File: src/rtl/ham_wt_sub.sv
// Byte-serial Hamming-weight counter that records the absolute bit index of each '1' (first 31 kept).
// Latency: one clock from sampling edge to outputs; no backpressure, one byte accepted per clock when pkt_starts is low.
module ham_wt_sub #(
   parameter int DATA_W   = 8,
   parameter int MAX_ONES = 31,
   parameter int IDX_W    = 10
) (
   input  logic                        clk,
   input  logic                        clear,
   input  logic                        pkt_starts,
   input  logic [DATA_W-1:0]           bin_data,
   output logic [4:0]                  ham_wt,
   output logic [MAX_ONES*IDX_W-1:0]   locn_ones
);

   localparam int WT_W      = $clog2(MAX_ONES + 1);
   localparam int BIT_W     = $clog2(DATA_W);
   localparam int BYTES_MAX = (1 << IDX_W) / DATA_W;
   localparam int CNT_W     = $clog2(BYTES_MAX + 1);

   localparam logic [WT_W:0]    WT_LIM  = (WT_W + 1)'(MAX_ONES);
   localparam logic [CNT_W-1:0] CNT_LIM = CNT_W'(BYTES_MAX);

   logic [WT_W-1:0]                        wt_q, wt_d;
   logic [CNT_W-1:0]                       cnt_q, cnt_d;
   logic [MAX_ONES-1:0][IDX_W-1:0]         locn_q, locn_d;
   logic [WT_W:0]                          pos;

   // pos walks the slot index across the byte, so each set bit lands at ham_wt + prefix count
   always_comb begin
      wt_d   = wt_q;
      cnt_d  = cnt_q;
      locn_d = locn_q;
      pos    = {1'b0, wt_q};
      if (pkt_starts) begin
         wt_d   = '0;
         cnt_d  = '0;
         locn_d = '0;
      end else if (cnt_q < CNT_LIM) begin
         cnt_d = cnt_q + CNT_W'(1);
         for (int i = 0; i < DATA_W; i++) begin
            if (bin_data[i]) begin
               if (pos < WT_LIM) begin
                  locn_d[pos[WT_W-1:0]] = {cnt_q[IDX_W-BIT_W-1:0], BIT_W'(i)};
               end
               pos = pos + (WT_W + 1)'(1);
            end
         end
         wt_d = (pos > WT_LIM) ? WT_LIM[WT_W-1:0] : pos[WT_W-1:0];
      end
   end

   always_ff @(posedge clk or negedge clear) begin
      if (!clear) begin
         wt_q   <= '0;
         cnt_q  <= '0;
         locn_q <= '0;
      end else begin
         wt_q   <= wt_d;
         cnt_q  <= cnt_d;
         locn_q <= locn_d;
      end
   end

   assign ham_wt    = wt_q;
   assign locn_ones = locn_q;

endmodule

File: config.mk
export PLATFORM = sky130hd
export DESIGN_NAME = ham_wt_sub
export DESIGN_NICKNAME = d
export VERILOG_FILES = /design/src/rtl/ham_wt_sub.sv
export SDC_FILE = /design/constraint.sdc
export NUM_CORES = 1
export LEC_CHECK = 0
export BUFFER_PORTS_ARGS = -buffer_cell sky130_fd_sc_hd__buf_2
export CAP_MARGIN = 20
export CORE_MARGIN = 8
export CORE_UTILIZATION = 55
export CTS_CLUSTER_DIAMETER = 200
export DETAILED_ROUTE_END_ITERATION = 8
export GPL_ROUTABILITY_DRIVEN = 0
export PLACE_DENSITY_LB_ADDON = 0.2
export SLEW_MARGIN = 20
export SYNTH_ARGS = -nofsm -noshare
export SYNTH_HDL_FRONTEND = slang
export SYNTH_SLANG_ARGS = --single-unit
File: constraint.sdc
create_clock -name clk -period 8.5 [get_ports clk]
set_input_delay 2.125 -clock clk [delete_from_list [all_inputs] [get_ports clk]]
set_output_delay 2.125 -clock clk [all_outputs]
set_load 0.005 [all_outputs]
After elaboration in Yosys (flattened, before gate mapping) --
Index checks and enable logic that the tools add are counted.
Storage, ports and cells: register bits 323, latch bits 0, RAM bits 0, memory bits (read-only) 0, bits of input ports 11, word-level logic and storage cells 162, memories 0
Operators by class: add/subtract/negate cells 9, multipliers 0, divide/modulo/power cells 0, $lt $le $gt $ge 26, equality and inequality tests 0, shift-type cells 0, multiplexer cells 85, bitwise gates (word level) 0, reductions and logical operators 9
Operators by type and width (count):
- 310-bit 2-to-1 mux | 32
- 310-bit bitwise mux | 8
- 10-bit demux with 5-bit select | 8
- 6-bit 2-to-1 mux | 24
- 10-bit 2-to-1 mux | 8
- 5-bit by 6-bit less-than comparator with 1-bit output, second input constant | 8
- 6-bit by 1-bit adder with 6-bit output, second input constant | 7
- 6-bit by 5-bit less-than comparator with 1-bit output, second input constant | 7
- 5-bit by 1-bit >= comparator with 1-bit output, second input constant | 8
- 8-bit 2-to-1 mux | 2
- 5-bit 2-to-1 mux | 3
- 8-bit by 1-bit adder with 8-bit output, second input constant | 1
- 1-bit logical AND | 8
- 8-bit less-than comparator, second input constant | 1
- 5-bit by 1-bit adder with 6-bit output, second input constant | 1
- 6-bit by 5-bit > comparator with 1-bit output, second input constant | 1
- 5-bit less-than comparator, second input constant | 1
- 2-bit nonzero test | 1

Logic depth before layout (Yosys ltp) --
Gate-level depths: netlist of run 1.
word-level depth 44, depth in mapped cells 30, depth with buffers taken out 30

Worst setup path after synthesis of run 1 --
No wires, ideal clock.
kind in2reg, start point in bin_data[0], end point reg locn_q (netlist bit locn_ones[68]), setup time 0.137 ns, arrival 8.039 ns, data required time 8.363 ns, slack 0.324 ns, stages 27, path buffers 4, cell sequence buf_6 mux2_4 ha_1 nor2b_1 a21oi_1 ha_1 nand2_1 nand2_1 ha_1 nand2_1 o21ai_0 or2_1 ha_1 nand2b_1 a21boi_1 ha_1 clkbuf_1 nand2_1 xnor2_4 nand4_1 and3_1 buf_2 or4_1 or3_4 a41o_1 buf_4 mux2i_1
Between the ends: word-level cells in the longest chain between the ends 42
Ends and longest elaborated chain:
- start: declaration | RTL line 11 | input logic [DATA_W-1:0] bin_data,
- parallel branches: the longest is 39 deep, another holds 6-bit by 1-bit adder with 6-bit output
- 310-bit 2-to-1 mux * | RTL line 42 | if (bin_data[i]) begin
- 310-bit 2-to-1 mux * | RTL line 39 | end else if (cnt_q < CNT_LIM) begin
- 310-bit 2-to-1 mux * | RTL line 35 | if (pkt_starts) begin
- end signal: assignment | RTL line 61 | locn_q <= locn_d;
- end: declaration | RTL line 26 | logic [MAX_ONES-1:0][IDX_W-1:0] locn_q, locn_d;
Every way passes the cells marked *. The select of a mux whose other input is x is not followed. A chain may end at the register's enable or synchronous reset.

Worst setup path after layout of run 1 --
start point in bin_data[0], end point reg locn_q (netlist bit locn_ones[134])
Same word-level chain as after synthesis.

==> flow_summary.json, run 1 <==
{
  "status": "finished with violations",
  "violations_in_the_final_reports": "DRC",
  "initial_core_util_pct": 56.0,
  "dr_total_vias": 19900,
  "critPathLaunchType": "primary input",
  "cts_htree_levels": 2,
  "worstSetupEndpointType": "flop",
  "cp.buffers_inverters": 4,
  "cts.clk_slew.worst_paths_ns": 0.06,
  "layout.area.seq_sq_um": 8090,
  "drv.max_cap_violation_count": 0,
  "final_cell_mix": "417 x nand2_1, 324 x buf_2, 322 x dfrtp_1",
  "grt_max_degree": 147,
  "fin_cells": 2967,
  "placed_cells_incl_taps": 2900,
  "critical_path.max_stage_delay_ns": 0.59,
  "setup_slack_ns": 0.325,
  "power_switching_share_pct": 47.6,
  "synth.yosys.warnings": 0,
  "worst_hold_check_path_type": "flop to flop",
  "syn_inst": 2162,
  "critical_path_required_ns": 8.96,
  "synth_enable_flop_cells": 0,
  "syn_avg_cell_area_sq_um": 9.47,
  "max_freq_mhz": 122,
  "tritoncts_clock_tree": "built",
  "finalClockSkew_ns": 0.0183,
  "syn_to_final_growth_pct": 17.6,
  "slew_headroom_pct": 19.6,
  "post_route_cells_drive_above_1_share_pct": 24.4,
  "drc_errors": 64,
  "grt_antenna_before_repair": 1,
  "multiInputGateArea_sq_um": 11700,
  "globalRouteTotalUtil_pct": 35.2,
  "synth_register_bits": 323,
  "worst_case_vdd_ir_drop_mv": 0.254,
  "asyncSetResetFlopFracSynth_pct": 100,
  "dr.first_iter.drc_count": 2798,
  "final_area_sq_um": 24100,
  "fin_worst_hold_slack_ns": 0.527,
  "share_comb_of_total_power_pct": 60.0,
  "finalHoldViolations": 0,
  "antenna_violating_nets_post_route": 0,
  "post_drt_wl_per_cell_um": 26.8,
  "ranking_of_synthesized_cells_by_area": "dfrtp_1 39%, mux2i_1 11%, nand2_1 7.6%",
  "rows": 70,
  "seq_power_share_pct": 21.6,
  "total_power_mw": 8.67,
  "die_width_um": 209,
  "grt_remaining_overflow": 0,
  "num_antenna_cells": 0,
  "inserted_clock_buffers": 36,
  "io_port_bufs": 325,
  "p_leak_nw": 12.3,
  "timing.critical_path.max_delay_family": "compound AO/OA/AOI/OAI gates",
  "path_common_cell": "ha_1",
  "layout.cells.most_common": "nand2_1",
  "cell_internal_power_mw": 4.54,
  "grt_pass1_vias": 19600,
  "final_period_minus_worst_setup_slack_ns": 8.17,
  "p_per_area_nw_per_um2": 360,
  "root_buffer_master": "clkbuf_16",
  "post_dp_cell_area_sq_um": 22800,
  "p_clk_share_pct": 18.3,
  "syn_area_sq_um": 20500,
  "die_h_um": 209,
  "worstPathMaxFanout": 10,
  "post-synth-top-area-fraction_pct": 39.5,
  "yosysSeqAreaShare_pct": 39.5,
  "setup_violations": 0,
  "grt_setup_unrepaired": "yes",
  "post_synth_num_cell_types": 105,
  "fp.dieArea_sq_um": 43700,
  "fp.coreArea_sq_um": 36600,
  "totalNegativeSetupSlack_ns": 0,
  "worst-slew-pin-transition_ns": 1.20,
  "slowest_stage": "mux2i_4",
  "switching_power_total_mw": 4.13,
  "min_period_over_period_pct": 96.2,
  "post-synth-top-area-cell": "dfrtp_1",
  "tritoncts_sinks": 323,
  "dp_hpwl_mm": 57.5,
  "setup.worst_path.class": "primary input to flop",
  "post-place-ws_ns": -0.161,
  "design.final.nets": 2520,
  "synth_flop_cell": "dfrtp_1",
  "wl_mm": 79.4,
  "clockBufferDepth": 3,
  "end_of_flow_core_utilization_pct": 65.8,
  "grt_first_pass_wirelength_mm": 120,
  "mean_number_of_vias_per_cell": 6.69,
  "io_pins": 326,
  "final_max_slew_viol_count": 0,
  "synthesis.nets": 2210,
  "n_fill_cell": 3020,
  "first_pass_iters": 9,
  "clk_latency_ns": 0.54,
  "crit_arrival_ns": 8.64
}
## kinds of logic (layout without fill, tap and decap cells)
family	Yosys count	after routing	synth area share [%]
simple gates	776	776	18.1
compound gates	558	558	21.3
flops	323	323	39.5
mux	229	229	11.5
buf+inv	192	529	3.98
xor+xnor	47	47	3.48
fa+ha+maj	37	37	2.26
## power by group through the flow
stage	Sequential (mW)	Combinational, mW	Clock (mW)
after floorplan	1.88	3.27	0
after global placement	1.89	4.84	0
after detailed placement	1.89	4.91	0
after CTS	1.87	4.94	1.60
after global routing	1.89	5.37	1.66
final	1.88	5.20	1.59
## routing by layer
layer | part of all wire (%) | track usage [%]
met2 | 44 | 53.4
met5 | 0 | 0
met3 | 13 | 14.1
met4 | 6.0 | 17.2
met1 | 37 | 43.2
## synthesized netlist by cell type, drive strengths merged, types with 7 or more instances
library cell,instances
a2111oi,9
a211oi,7
a21boi,13
a21o,11
a21oi,114
a221oi,14
a22oi,21
a31o,10
a31oi,9
a41o,7
and2,22
and3,11
buf,35
clkbuf,113
dfrtp,323
ha,37
inv,43
mux2i,225
nand2,418
nand2b,22
nand3,42
nand4,17
nor2,102
nor2b,13
nor3,39
nor4,38
o211ai,8
o21a,21
o21ai,105
o22ai,32
o311a,16
o31a,13
o31ai,59
o41ai,27
or2,9
or3,20
xnor2,34
xor2,7
## registers in the layout (all words and copies together), names as in the netlist
register	flops
cnt_q	8
locn_ones	310
ham_wt	5
## worst register-to-register path: cells and delay by family, from the launching register on
kind            cells  cell delay (ns)
xor+xnor            1             0.51
compound gates      6             1.60
simple gates        8             1.19
mux                 3             1.14
buf+inv             5             1.00
fa+ha+maj           5             1.58
flops               1             0.32
## final cells by class
| cell class | count | area share, % |
|---|---|---|
| clock buffers | 50 | 4.17 |
| clock inverters | 15 | 0.816 |
| inverters | 44 | 0.717 |
| multi-input cells | 1647 | 48.4 |
| flip-flops and latches | 323 | 33.6 |
| well taps | 468 | 2.43 |
| repair buffers | 420 | 9.91 |
## what timing repair did
action | 4_1_cts | 5_1_grt
resized for setup | 0 | 2
buffers inserted | 0 | 1
endpoints found under the setup margin | 0 | 59
hold buffers | 0 | 0
## path summary, 6_finish.rpt
path | cells past startpoint | start | slack (ns) | to
worst max-delay path | 26 | bin_data[0] | 0.33 | locn_ones[134]
worst min-delay path | 2 | locn_ones[292] | 0.53 | locn_ones[292]
worst max register to register | 28 | ham_wt[0] | 1.08 | locn_ones[134]
worst min register to register | 2 | locn_ones[292] | 0.53 | locn_ones[292]
max in group asynchronous | 2 | clear | 5.26 | locn_ones[19]
min in group asynchronous | 1 | clear | 1.66 | locn_ones[33]
Power figures use the tool's default switching activity.
==> run 2, diff against run 1 <==
--- a/config.mk
+++ b/config.mk
@@ -8,7 +8,7 @@
 export BUFFER_PORTS_ARGS = -buffer_cell sky130_fd_sc_hd__buf_2
 export CAP_MARGIN = 20
 export CORE_MARGIN = 8
-export CORE_UTILIZATION = 55
+export CORE_UTILIZATION = 50
 export CTS_CLUSTER_DIAMETER = 200
 export DETAILED_ROUTE_END_ITERATION = 8
 export GPL_ROUTABILITY_DRIVEN = 0
==> constraint.sdc (replaced) <==
create_clock -name clk -period 8.31 [get_ports clk]
set_input_delay 2.0775 -clock clk [delete_from_list [all_inputs] [get_ports clk]]
set_output_delay 2.0775 -clock clk [all_outputs]
set_load 0.005 [all_outputs]
==> run 2 against run 1 <==
The flow now finishes without violations. Flip-flop and latch count is the same. Combinational power is essentially flat. Utilization decreased by 6.7 points. Clock power fell by 4%. Total power down 0.14%. Critical path depth rose by 2.
==> flow_summary.json, run 2 (synthesized netlist as in run 1, its figures left out) <==
{
  "status": "finished, final reports clean",
  "inserted_clock_buffers": 36,
  "final_max_slew_viol_count": 0,
  "max_freq_mhz": 126,
  "placed_cells_incl_taps": 2955,
  "final_area_sq_um": 24000,
  "n_fill_cell": 3519,
  "drc_errors": 0,
  "p_per_area_nw_per_um2": 361,
  "syn_to_final_growth_pct": 17.2,
  "p_leak_nw": 12.2,
  "hold_path_end": "locn_ones[171]",
  "hold_depth": 2,
  "slew_headroom_pct": 22.9,
  "globalRouteTotalUtil_pct": 32.9,
  "timing.rr.end": "locn_ones[303]",
  "setup.worst_path.class": "primary input to flop",
  "post-place-ws_ns": -0.0912,
  "grt_util_met2_pct": 49.3,
  "crit_arrival_ns": 8.42,
  "tritoncts_sinks": 323,
  "dr.first_iter.drc_count": 2799,
  "p_clk_share_pct": 17.7,
  "finalHoldViolations": 0,
  "mean_number_of_vias_per_cell": 6.51,
  "clk_latency_ns": 0.54,
  "worst_case_vdd_ir_drop_mv": 0.200,
  "dp_hpwl_mm": 58.7,
  "grt_pass1_vias": 19200,
  "met3_usage_pct": 10.4,
  "layout.cells.most_common": "nand2_1",
  "cts_htree_levels": 2,
  "finalClockSkew_ns": 0.0186,
  "root_buffer_master": "clkbuf_16",
  "initial_core_util_pct": 50.4,
  "fin_cells": 3027,
  "critPathLaunchType": "primary input",
  "cts.clk_slew.worst_paths_ns": 0.06,
  "setup_slack_ns": 0.346,
  "final_cell_mix": "417 x nand2_1, 324 x buf_2, 322 x dfrtp_1",
  "clockBufferDepth": 3,
  "worstPathMaxFanout": 15,
  "power_switching_share_pct": 47.5,
  "fp.coreArea_sq_um": 40600,
  "grt_remaining_overflow": 0,
  "die_width_um": 218,
  "share_comb_of_total_power_pct": 60.1,
  "grt_antenna_before_repair": 3,
  "seq_power_share_pct": 22.2,
  "worstSetupEndpointType": "flop",
  "post_route_cells_drive_above_1_share_pct": 23.9,
  "io_pins": 326,
  "fp.dieArea_sq_um": 47700,
  "grt_first_pass_wirelength_mm": 121,
  "worst_hold_check_path_type": "flop to flop",
  "length_in_cells_of_the_worst_reg_to_reg_path": 30,
  "worst-slew-pin-transition_ns": 1.15,
  "first_pass_iters": 8,
  "switching_power_total_mw": 4.12,
  "largest_register_ff_count": 310,
  "tritoncts_clock_tree": "built",
  "design.final.nets": 2513,
  "final_period_minus_worst_setup_slack_ns": 7.96,
  "top_usage_layer": "met2",
  "post_drt_wl_per_cell_um": 26.8,
  "drv.max_cap_violation_count": 0,
  "r2r_setup_slack_ns": 1.01,
  "fin_worst_hold_slack_ns": 0.525,
  "postCtsHoldBufs": 0,
  "min_period_over_period_pct": 95.8,
  "post_dp_cell_area_sq_um": 22800,
  "setup_violations": 0,
  "end_of_flow_core_utilization_pct": 59.1,
  "die_h_um": 218,
  "cell_internal_power_mw": 4.54,
  "critical_path_required_ns": 8.76,
  "min-delay-start": "locn_ones[171]",
  "rows": 74,
  "antenna_violating_nets_post_route": 0,
  "grt_max_degree": 145,
  "grt_setup_unrepaired": "no",
  "dr_total_vias": 19700,
  "met1_usage_pct": 41.9,
  "io_port_bufs": 325,
  "wl_mm": 81.0,
  "worstReg2RegStart": "ham_wt[0]"
}
-- run 2: cell types whose count changed in the layout (fill, tap and decap cells not counted), sizes merged --
cell and change:
buf -7, diode +6, clkinvlp -3, clkinv +2, bufinv -1, clkbuf -1
-- run 2: cell type report --
class / count / area, sq um / share of cell area [%]
multi-input combinational: 1647 / 11600 / 48.5
timing repair buffer: 413 / 2340 / 9.74
antenna: 6 / 15.0 / 0.0625
sequential: 323 / 8090 / 33.7
inverter: 44 / 173 / 0.719
tap: 532 / 666 / 2.77
clock inverter: 13 / 144 / 0.599
clock buffer: 49 / 950 / 3.95
-- run 2: worst max-delay path by stage --
| stage | start | end | cells past startpoint |
|---|---|---|---|
| finish | bin_data[0] | locn_ones[303] | 28 |
| global route | bin_data[0] | locn_ones[307] | 28 |
| CTS | bin_data[0] | locn_ones[294] | 24 |
| detailed placement | bin_data[0] | locn_ones[294] | 24 |
| global placement | bin_data[0] | locn_ones[128] | 26 |
| floorplan | bin_data[0] | locn_ones[68] | 27 |
-- run 2: worst max-delay path, cell delays in order --
cell	delay (ns)
buf_2	0.13
mux2_4	0.34
ha_1	0.32
nor2b_1	0.16
a21oi_1	0.08
ha_1	0.34
nand2_1	0.12
nand2_1	0.13
ha_1	0.32
nand2_1	0.06
o21ai_0	0.12
or2_1	0.27
ha_1	0.30
nand2b_1	0.09
a21boi_1	0.28
ha_1	0.29
nand2_1	0.06
o21ai_1	0.08
ha_1	0.24
nand2_1	0.09
nor2_1	0.07
a21oi_1	0.27
mux2i_4	0.17
xnor2_4	0.51
nor4b_2	0.14
buf_4	0.19
o41ai_4	0.82
mux2i_1	0.29
-- run 2: routing by layer --
| metal | vias to the layer above | part of all wire (%) |
|---|---|---|
| met5 | - | 0 |
| met4 | 0 | 6.7 |
| met3 | 335 | 13 |
| met2 | 1382 | 44 |
| met1 | 9519 | 37 |
| li1 | 8480 | - |
-- run 2: power by group through the flow --
stage	Clock [mW]	Sequential [mW]	Combinational, mW
after floorplan	0	1.92	3.34
after global placement	0	1.94	4.90
after detailed placement	0	1.94	4.94
after CTS	1.55	1.92	4.98
after global routing	1.62	1.94	5.40
final	1.53	1.92	5.20
-- run 2: metrics by stage --
| step | setup TNS (ns) | power [mW] |
|---|---|---|
| CTS | 0 | 8.45 |
| detailed placement | -1.24 | 6.88 |
| global route | 0 | 8.96 |
| global placement | 0 | 6.84 |
| floorplan | 0 | 5.26 |
| finish | 0 | 8.66 |
-- run 2: repair_timing --
action	CTS	global route
setup buffers	0	4
resized for setup	0	2
setup endpoints to repair	0	20
